File: config.mk
export PLATFORM = sky130hd
export DESIGN_NAME = decode_stage_mw_flat
export DESIGN_NICKNAME = d
export VERILOG_FILES = /design/src/rtl/decode_stage_mw_if.sv /design/src/rtl/decode_stage_mw.sv /design/src/flat_wrapper.sv
export SDC_FILE = /design/constraint.sdc
export NUM_CORES = 1
export LEC_CHECK = 0
export ABC_CLOCK_PERIOD_IN_PS = 27300
export CAP_MARGIN = 0
export CORE_MARGIN = 2
export CORE_UTILIZATION = 40
export DETAILED_ROUTE_END_ITERATION = 8
export GPL_ROUTABILITY_DRIVEN = 0
export PLACE_DENSITY = 0.68
export SLEW_MARGIN = 20
export SYNTH_ARGS = -nofsm -noshare
export SYNTH_HDL_FRONTEND = slang
export SYNTH_SLANG_ARGS = --single-unit
export TNS_END_PERCENT = 1
File: constraint.sdc
create_clock -name clk -period 27.3 [get_ports clk]
set_clock_uncertainty 0.2 [all_clocks]
set_input_delay 5.46 -clock clk [delete_from_list [all_inputs] [get_ports clk]]
set_output_delay 5.46 -clock clk [all_outputs]
set_load 0.02 [all_outputs]
File: src/rtl/decode_stage_mw_if.sv
// Bundle-level connection between fetch queue, decode stage and rename/dispatch.
// The slave modport is the decode stage; the master modport drives it and takes its results.
interface decode_stage_mw_if #(
  parameter int WAYS = 2,
  parameter int ADDR = 32,
  parameter int DATA = 32,
  parameter int INST = 32
);
  logic                   flush;
  logic                   inst_e_;
  logic [WAYS-1:0]        inst_mask;
  logic [ADDR-1:0]        inst_pc;
  logic [WAYS*INST-1:0]   inst;
  logic                   is_full;
  logic                   dec_busy;
  logic                   dec_e_out_;
  logic [WAYS-1:0]        lane_v_out;
  logic [WAYS*ADDR-1:0]   pc_out;
  logic [WAYS*6-1:0]      rs1_out;
  logic [WAYS*6-1:0]      rs2_out;
  logic [WAYS*6-1:0]      rd_out;
  logic [WAYS*DATA-1:0]   imm_out;
  logic [WAYS*3-1:0]      unit_out;
  logic [WAYS*3-1:0]      funct3_out;
  logic [WAYS-1:0]        alt_out;
  logic [WAYS-1:0]        invalid_out;

  modport master (
    output flush, inst_e_, inst_mask, inst_pc, inst, is_full,
    input  dec_busy, dec_e_out_, lane_v_out, pc_out, rs1_out, rs2_out, rd_out,
           imm_out, unit_out, funct3_out, alt_out, invalid_out
  );

  modport slave (
    input  flush, inst_e_, inst_mask, inst_pc, inst, is_full,
    output dec_busy, dec_e_out_, lane_v_out, pc_out, rs1_out, rs2_out, rd_out,
           imm_out, unit_out, funct3_out, alt_out, invalid_out
  );
endinterface

File: src/rtl/decode_stage_mw.sv
// WAYS-wide RV32I decode stage: registered output bundle plus one skid entry,
// so the upstream stall (dec_busy) comes straight from a flop.
module decode_stage_mw #(
  parameter int WAYS = 2,
  parameter int ADDR = 32,
  parameter int DATA = 32,
  parameter int INST = 32
) (
  input logic              clk,
  input logic              reset,
  decode_stage_mw_if.slave bus
);
  localparam logic [2:0] UNIT_ALU    = 3'd0;
  localparam logic [2:0] UNIT_BRANCH = 3'd1;
  localparam logic [2:0] UNIT_JUMP   = 3'd2;
  localparam logic [2:0] UNIT_LOAD   = 3'd3;
  localparam logic [2:0] UNIT_STORE  = 3'd4;
  localparam logic [2:0] UNIT_NOP    = 3'd5;

  localparam logic [6:0] OPC_LUI      = 7'b0110111;
  localparam logic [6:0] OPC_AUIPC    = 7'b0010111;
  localparam logic [6:0] OPC_JAL      = 7'b1101111;
  localparam logic [6:0] OPC_JALR     = 7'b1100111;
  localparam logic [6:0] OPC_BRANCH   = 7'b1100011;
  localparam logic [6:0] OPC_LOAD     = 7'b0000011;
  localparam logic [6:0] OPC_STORE    = 7'b0100011;
  localparam logic [6:0] OPC_OP_IMM   = 7'b0010011;
  localparam logic [6:0] OPC_OP       = 7'b0110011;
  localparam logic [6:0] OPC_MISC_MEM = 7'b0001111;

  typedef struct packed {
    logic            v;
    logic [ADDR-1:0] pc;
    logic [5:0]      rs1;
    logic [5:0]      rs2;
    logic [5:0]      rd;
    logic [DATA-1:0] imm;
    logic [2:0]      unit;
    logic [2:0]      funct3;
    logic            alt;
    logic            invalid;
  } lane_t;

  // Illegal encodings keep only valid/pc/invalid/unit so downstream sees no register use.
  function automatic lane_t decode_lane(input logic [INST-1:0] ins, input logic [ADDR-1:0] pc);
    lane_t      l;
    logic [31:0] imm32;
    logic [2:0] f3;
    logic [6:0] f7;
    logic [2:0] unit;
    logic       use_rs1, use_rs2, use_rd, bad, alt;
    f3      = ins[14:12];
    f7      = ins[31:25];
    imm32   = '0;
    unit    = UNIT_ALU;
    use_rs1 = 1'b0;
    use_rs2 = 1'b0;
    use_rd  = 1'b0;
    bad     = 1'b0;
    alt     = 1'b0;
    l       = '0;
    l.v     = 1'b1;
    l.pc    = pc;
    case (ins[6:0])
      OPC_LUI, OPC_AUIPC: begin
        imm32  = {ins[31:12], 12'b0};
        use_rd = 1'b1;
        f3     = 3'd0;
        alt    = (ins[6:0] == OPC_AUIPC);
      end
      OPC_JAL: begin
        imm32  = {{12{ins[31]}}, ins[19:12], ins[20], ins[30:21], 1'b0};
        use_rd = 1'b1;
        unit   = UNIT_JUMP;
      end
      OPC_JALR: begin
        imm32   = {{20{ins[31]}}, ins[31:20]};
        use_rd  = 1'b1;
        use_rs1 = 1'b1;
        unit    = UNIT_JUMP;
      end
      OPC_BRANCH: begin
        imm32   = {{20{ins[31]}}, ins[7], ins[30:25], ins[11:8], 1'b0};
        use_rs1 = 1'b1;
        use_rs2 = 1'b1;
        unit    = UNIT_BRANCH;
        bad     = (f3[2:1] == 2'b01);
      end
      OPC_LOAD: begin
        imm32   = {{20{ins[31]}}, ins[31:20]};
        use_rd  = 1'b1;
        use_rs1 = 1'b1;
        unit    = UNIT_LOAD;
        bad     = (f3 == 3'b011) || (f3[2:1] == 2'b11);
      end
      OPC_STORE: begin
        imm32   = {{20{ins[31]}}, ins[31:25], ins[11:7]};
        use_rs1 = 1'b1;
        use_rs2 = 1'b1;
        unit    = UNIT_STORE;
        bad     = (f3 > 3'b010);
      end
      OPC_OP_IMM: begin
        imm32   = {{20{ins[31]}}, ins[31:20]};
        use_rd  = 1'b1;
        use_rs1 = 1'b1;
        if (f3 == 3'b001) begin
          bad = (f7 != 7'b0000000);
        end else if (f3 == 3'b101) begin
          bad = (f7 != 7'b0000000) && (f7 != 7'b0100000);
          alt = ins[30];
        end
      end
      OPC_OP: begin
        use_rd  = 1'b1;
        use_rs1 = 1'b1;
        use_rs2 = 1'b1;
        alt     = ins[30];
        bad     = !((f7 == 7'b0000000) ||
                    ((f7 == 7'b0100000) && ((f3 == 3'b000) || (f3 == 3'b101))));
      end
      OPC_MISC_MEM: unit = UNIT_NOP;
      default:      bad  = 1'b1;
    endcase
    if (bad) begin
      l.invalid = 1'b1;
      l.unit    = UNIT_NOP;
    end else begin
      l.rs1    = use_rs1 ? {1'b1, ins[19:15]} : 6'd0;
      l.rs2    = use_rs2 ? {1'b1, ins[24:20]} : 6'd0;
      l.rd     = (use_rd && (ins[11:7] != 5'd0)) ? {1'b1, ins[11:7]} : 6'd0;
      l.imm    = {{(DATA-31){imm32[31]}}, imm32[30:0]};
      l.unit   = unit;
      l.funct3 = f3;
      l.alt    = alt;
    end
    return l;
  endfunction

  lane_t [WAYS-1:0] dec_lane;
  lane_t [WAYS-1:0] out_q, out_d;
  lane_t [WAYS-1:0] skid_q, skid_d;
  logic             out_v_q, out_v_d;
  logic             skid_v_q, skid_v_d;
  logic             accept, in_v, xfer;

  assign accept = !bus.inst_e_ && !skid_v_q && !bus.flush;
  assign in_v   = accept && (|bus.inst_mask);
  assign xfer   = out_v_q && !bus.is_full;

  for (genvar gi = 0; gi < WAYS; gi++) begin : g_lane
    assign dec_lane[gi] = bus.inst_mask[gi]
                        ? decode_lane(bus.inst[gi*INST +: INST], bus.inst_pc + ADDR'(4 * gi))
                        : '0;
    assign bus.lane_v_out[gi]             = out_q[gi].v;
    assign bus.pc_out[gi*ADDR +: ADDR]    = out_q[gi].pc;
    assign bus.rs1_out[gi*6 +: 6]         = out_q[gi].rs1;
    assign bus.rs2_out[gi*6 +: 6]         = out_q[gi].rs2;
    assign bus.rd_out[gi*6 +: 6]          = out_q[gi].rd;
    assign bus.imm_out[gi*DATA +: DATA]   = out_q[gi].imm;
    assign bus.unit_out[gi*3 +: 3]        = out_q[gi].unit;
    assign bus.funct3_out[gi*3 +: 3]      = out_q[gi].funct3;
    assign bus.alt_out[gi]                = out_q[gi].alt;
    assign bus.invalid_out[gi]            = out_q[gi].invalid;
  end

  assign bus.dec_busy   = skid_v_q;
  assign bus.dec_e_out_ = !out_v_q;

  // The skid always drains ahead of the input, which keeps the stream in order.
  always_comb begin
    out_v_d  = out_v_q;
    out_d    = out_q;
    skid_v_d = skid_v_q;
    skid_d   = skid_q;
    if (bus.flush) begin
      out_v_d  = 1'b0;
      out_d    = '0;
      skid_v_d = 1'b0;
      skid_d   = '0;
    end else if (!out_v_q || xfer) begin
      if (skid_v_q) begin
        out_v_d  = 1'b1;
        out_d    = skid_q;
        skid_v_d = 1'b0;
      end else if (in_v) begin
        out_v_d = 1'b1;
        out_d   = dec_lane;
      end else begin
        out_v_d = 1'b0;
        out_d   = '0;
      end
    end else if (in_v) begin
      skid_v_d = 1'b1;
      skid_d   = dec_lane;
    end
  end

  always_ff @(posedge clk or posedge reset) begin
    if (reset) begin
      out_v_q  <= 1'b0;
      out_q    <= '0;
      skid_v_q <= 1'b0;
      skid_q   <= '0;
    end else begin
      out_v_q  <= out_v_d;
      out_q    <= out_d;
      skid_v_q <= skid_v_d;
      skid_q   <= skid_d;
    end
  end
endmodule
File: src/flat_wrapper.sv
// flat-port wrapper written by rule: the top's interface ports become plain ports
module decode_stage_mw_flat 
#(
  parameter int WAYS = 2,
  parameter int ADDR = 32,
  parameter int DATA = 32,
  parameter int INST = 32
)
  (clk, reset, bus_flush, bus_inst_e_, bus_inst_mask, bus_inst_pc, bus_inst, bus_is_full, bus_dec_busy, bus_dec_e_out_, bus_lane_v_out, bus_pc_out, bus_rs1_out, bus_rs2_out, bus_rd_out, bus_imm_out, bus_unit_out, bus_funct3_out, bus_alt_out, bus_invalid_out);
  decode_stage_mw_if #(.WAYS(WAYS), .ADDR(ADDR), .DATA(DATA), .INST(INST)) bus_i ();
  input logic clk;
  input logic reset;
  input wire logic [$bits(bus_i.flush)-1:0] bus_flush;
  input wire logic [$bits(bus_i.inst_e_)-1:0] bus_inst_e_;
  input wire logic [$bits(bus_i.inst_mask)-1:0] bus_inst_mask;
  input wire logic [$bits(bus_i.inst_pc)-1:0] bus_inst_pc;
  input wire logic [$bits(bus_i.inst)-1:0] bus_inst;
  input wire logic [$bits(bus_i.is_full)-1:0] bus_is_full;
  output wire logic [$bits(bus_i.dec_busy)-1:0] bus_dec_busy;
  output wire logic [$bits(bus_i.dec_e_out_)-1:0] bus_dec_e_out_;
  output wire logic [$bits(bus_i.lane_v_out)-1:0] bus_lane_v_out;
  output wire logic [$bits(bus_i.pc_out)-1:0] bus_pc_out;
  output wire logic [$bits(bus_i.rs1_out)-1:0] bus_rs1_out;
  output wire logic [$bits(bus_i.rs2_out)-1:0] bus_rs2_out;
  output wire logic [$bits(bus_i.rd_out)-1:0] bus_rd_out;
  output wire logic [$bits(bus_i.imm_out)-1:0] bus_imm_out;
  output wire logic [$bits(bus_i.unit_out)-1:0] bus_unit_out;
  output wire logic [$bits(bus_i.funct3_out)-1:0] bus_funct3_out;
  output wire logic [$bits(bus_i.alt_out)-1:0] bus_alt_out;
  output wire logic [$bits(bus_i.invalid_out)-1:0] bus_invalid_out;
  assign bus_i.flush = bus_flush;
  assign bus_i.inst_e_ = bus_inst_e_;
  assign bus_i.inst_mask = bus_inst_mask;
  assign bus_i.inst_pc = bus_inst_pc;
  assign bus_i.inst = bus_inst;
  assign bus_i.is_full = bus_is_full;
  assign bus_dec_busy = bus_i.dec_busy;
  assign bus_dec_e_out_ = bus_i.dec_e_out_;
  assign bus_lane_v_out = bus_i.lane_v_out;
  assign bus_pc_out = bus_i.pc_out;
  assign bus_rs1_out = bus_i.rs1_out;
  assign bus_rs2_out = bus_i.rs2_out;
  assign bus_rd_out = bus_i.rd_out;
  assign bus_imm_out = bus_i.imm_out;
  assign bus_unit_out = bus_i.unit_out;
  assign bus_funct3_out = bus_i.funct3_out;
  assign bus_alt_out = bus_i.alt_out;
  assign bus_invalid_out = bus_i.invalid_out;
  decode_stage_mw #(.WAYS(WAYS), .ADDR(ADDR), .DATA(DATA), .INST(INST)) u_core (.clk(clk), .reset(reset), .bus(bus_i));
endmodule
==> results.py <==
metrics = {
    "synthesis": {
        "synth-compound-area-share_pct": 24.8,
        "synthMuxAreaShare_pct": 0.152,
        "synth_cells": 1650,
        "async_reset_ff_share_pct": 100,
        "synth_top_family_by_area": "compound AO/OA/AOI/OAI gates",
        "ys_seq_elements": 366,
        "synth_ff_type": "dfrtp_1",
        "synth-simple-area-share_pct": 13.9,
        "synth_top_area_cell": "dfrtp_1",
        "ys_warn_count": 0,
        "synth_fa_ha_area_share_pct": 0.0759,
        "yosysSeqAreaShare_pct": 55.6,
        "synthDistinctLibCells": 81,
        "synth_nets": 1754,
        "synth-edff-count": 0,
        "synth_top_area_share_pct": 55.6,
        "synthTopCellsByArea": "dfrtp_1 56%, a22oi_1 6.4%, o21ai_0 5.3%",
        "syn_area_per_cell_um2": 9.99,
        "synth_area_um2": 16500,
        "synthXorXnorAreaFrac_pct": 1.65,
    },
    "clocking": {
        "cts.sinks": 366,
        "clockBufferDepth": 3,
        "clk_latency_ps": 560,
        "hold_buffers": 0,
        "cts_buffers": 40,
        "cts_resized": 0,
        "htree_levels": 2,
        "clk_pin_slew_ps": 60,
        "tritoncts": "done",
        "root_buffer": "clkbuf_16",
        "post_cts_buffers": 0,
    },
    "timing": {
        "fmax_mhz": 111,
        "rsz0062_at_grt": "no",
        "maxSlewViolCount": 0,
        "period_minus_slack_ps": 8990,
        "finalSetupViolations": 0,
        "period_share_pct": 32.9,
        "slew_headroom_pct": 24.7,
        "worst_pin_slew_ps": 1120,
        "fin_setup_tns_ps": 0,
        "hold_violations": 0,
    },
    "worst_setup_path": {
        "crit_chain": "clkdlybuf4s50_1, and2_2, buf_4, a21oi_4, buf_4, buf_4, a21oi_1, a31oi_1",
        "cp_common_cell": "buf_4",
        "crit_slowest_cell": "buf_4",
        "cp_top_family": "buffers and inverters",
        "crit_arrival_ps": 9260,
        "worstPathRequired_ps": 27570,
        "cp_max_fo": 86,
        "regToRegStartpoint": "u_core.bus.dec_busy",
        "crit_start": "bus_is_full",
        "path_class": "in -> reg",
        "crit_buf_inv": 4,
        "max_stage_delay_ps": 890,
        "startpoint_type": "primary input",
        "crit_path_end_kind": "register",
    },
    "pwr": {
        "p_per_area_nw_per_um2": 56.9,
        "leakagePower_nw": 8.58,
        "power_switching_share_pct": 24.8,
        "seqPwrFrac_pct": 46.3,
        "vdd_drop_max_v": 0.0000528,
        "intPower_w": 0.000899,
        "pwr-share-clk_pct": 45.2,
        "netSwitchingPower_w": 0.000296,
        "p_comb_share_pct": 8.5,
    },
    "route": {
        "vias": 14400,
        "drt-initial-drc-count": 1299,
        "dr.pass1.iters": 6,
        "avgViaCountPerCell": 5.91,
        "wl_per_cell_um": 21.3,
        "drc": 0,
        "wl_um": 51700,
        "antenna_left": 0,
    },
    "final_layout": {
        "fillCellCount": 3703,
        "final_common_cell": "dfrtp_1",
        "final_cell_mix": "365 x dfrtp_1, 285 x clkdlybuf4s50_1, 207 x nand2_1, 173 x o21ai_0, 141 x a22oi_1",
        "antenna_cells": 0,
        "synthToLayoutAreaGrowth_pct": 27.3,
        "fin_nets": 1971,
        "multiInputGateArea_um2": 6720,
        "layout-drive-gt1-share_pct": 6.59,
        "regArea_um2": 9160,
        "final_area_um2": 21000,
    },
    "global_routing": {
        "antenna_found_initial": 0,
        "grt_pass1_vias": 13900,
        "grt-ovfl-total": 0,
        "gr-usage-all-layers_pct": 23.9,
        "grt_pass1_wl_um": 82800,
        "grt_start_max_net_pins": 172,
    },
    "min_path": {
        "hold_path_class": "reg -> reg",
        "holdCritStartpoint": "u_core.skid_q[11]",
    },
    "floorplanning": {
        "start_util_pct": 40.5,
        "core_region_area_um2": 40700,
        "die_h_um": 207,
        "die_area_um2": 42900,
        "die_x_um": 207,
        "pin_count": 287,
        "num_rows": 74,
    },
    "job": {
        "max-cap-violations": 0,
    },
    "outcome": {
        "status": "completed",
    },
    "placement": {
        "place_area_um2": 19600,
        "portBuffers": 286,
        "post-dp-hpwl_um": 33500,
    },
}
[sequential cells by signal, summed over array words and instances (netlist names)]
| register | count |
|---|---|
| u_core.skid_q | 182 |
| u_core.bus.imm_out | 64 |
| u_core.bus.pc_out | 64 |
| u_core.bus.rd_out | 12 |
| u_core.bus.rs1_out | 12 |
| u_core.bus.rs2_out | 12 |
| u_core.bus.funct3_out | 6 |
| u_core.bus.unit_out | 6 |
| u_core.bus.alt_out | 2 |
| u_core.bus.invalid_out | 2 |
| u_core.bus.lane_v_out | 2 |
| u_core.bus.dec_busy | 1 |
| u_core.out_v_q | 1 |
[power groups by stage]
stage                     clock network [W]  logic (W)  registers [W]
after floorplan                           0  0.0000460       0.000567
after global placement                    0   0.000100       0.000562
after detailed placement                  0   0.000101       0.000562
after CTS                          0.000550   0.000102       0.000552
after global routing               0.000573   0.000110       0.000553
final                              0.000540   0.000102       0.000553
[metrics by stage]
step / total power, W / hold WS, ps / instances / setup slack (ps) / utilization [%]
detailed placement: 0.000663 / 269 / 2356 / 17800 / 48.2
finish: 0.00119 / 279 / 2429 / 18310 / 51.5
CTS: 0.00120 / 283 / 2428 / 18360 / 51.4
global placement: 0.000662 / 260 / 2356 / 17780 / 48.2
floorplan: 0.000613 / 248 / 1650 / 11480 / -
global route: 0.00124 / 302 / 2429 / 18090 / 51.5
[cells in the mapped netlist (4+ instances only)]
cell type  instances
and3b_1            5
nor3b_1            4
o211ai_1           6
a21o_1             9
a221oi_1          35
o31ai_1            6
buf_2             28
a22oi_1          141
nand4_1           28
xnor2_1            6
xor2_1            25
a21oi_1           53
inv_1             14
nand2b_1           9
o21ai_1           98
a2bb2oi_1          6
and3_1             9
buf_6              5
o21ai_0          173
nor2_1            74
dfrtp_1          366
o21bai_1           4
buf_1             10
nor3_1            49
nand2_1          209
or4_1              4
a211oi_1           9
and2_1            11
clkbuf_1          86
a22o_1            51
nand3_1           46
[tightest hold or removal path: cells and delay by family, from the launching register on]
kind	cells	cell delay, ps
flops	1	340
compound gates	1	60
simple gates	1	40
[area by class of cell]
class                      count  area share [%]
sequential                   366            43.7
multi-input combinational   1136            32.0
timing repair buffer         309            14.6
clock buffer                  58            5.72
tap                          532            3.17
clock inverter                14           0.537
inverter                      14           0.286
[kinds of logic after synthesis]
| logic type | after synthesis |
|---|---|
| adders and majority gates | 1 |
| buffers and inverters | 148 |
| xor gates and xnor gates | 31 |
| muxes | 2 |
| AOI/OAI and AO/OA | 625 |
| DFF | 366 |
| and+or+nand+nor | 477 |
[final timing paths]
path / slack [ps] / endpoint / cells past startpoint
setup / recovery: 18310 / u_core.skid_q[96] / 8
hold / removal: 280 / u_core.skid_q[11] / 2
setup reg to reg: 23060 / u_core.skid_q[96] / 7
hold reg to reg: 280 / u_core.skid_q[11] / 2
max in group asynchronous: 20080 / u_core.skid_q[49] / 3
min in group asynchronous: 5300 / u_core.bus.imm_out[59] / 2
[layer usage]
layer / track usage, % / wire (um)
met1: 35.1 / 23100
met4: 7.98 / 1380
met5: 0 / 0
met3: 4.28 / 3920
met2: 35.7 / 23300
Power figures use the tool's default switching activity.
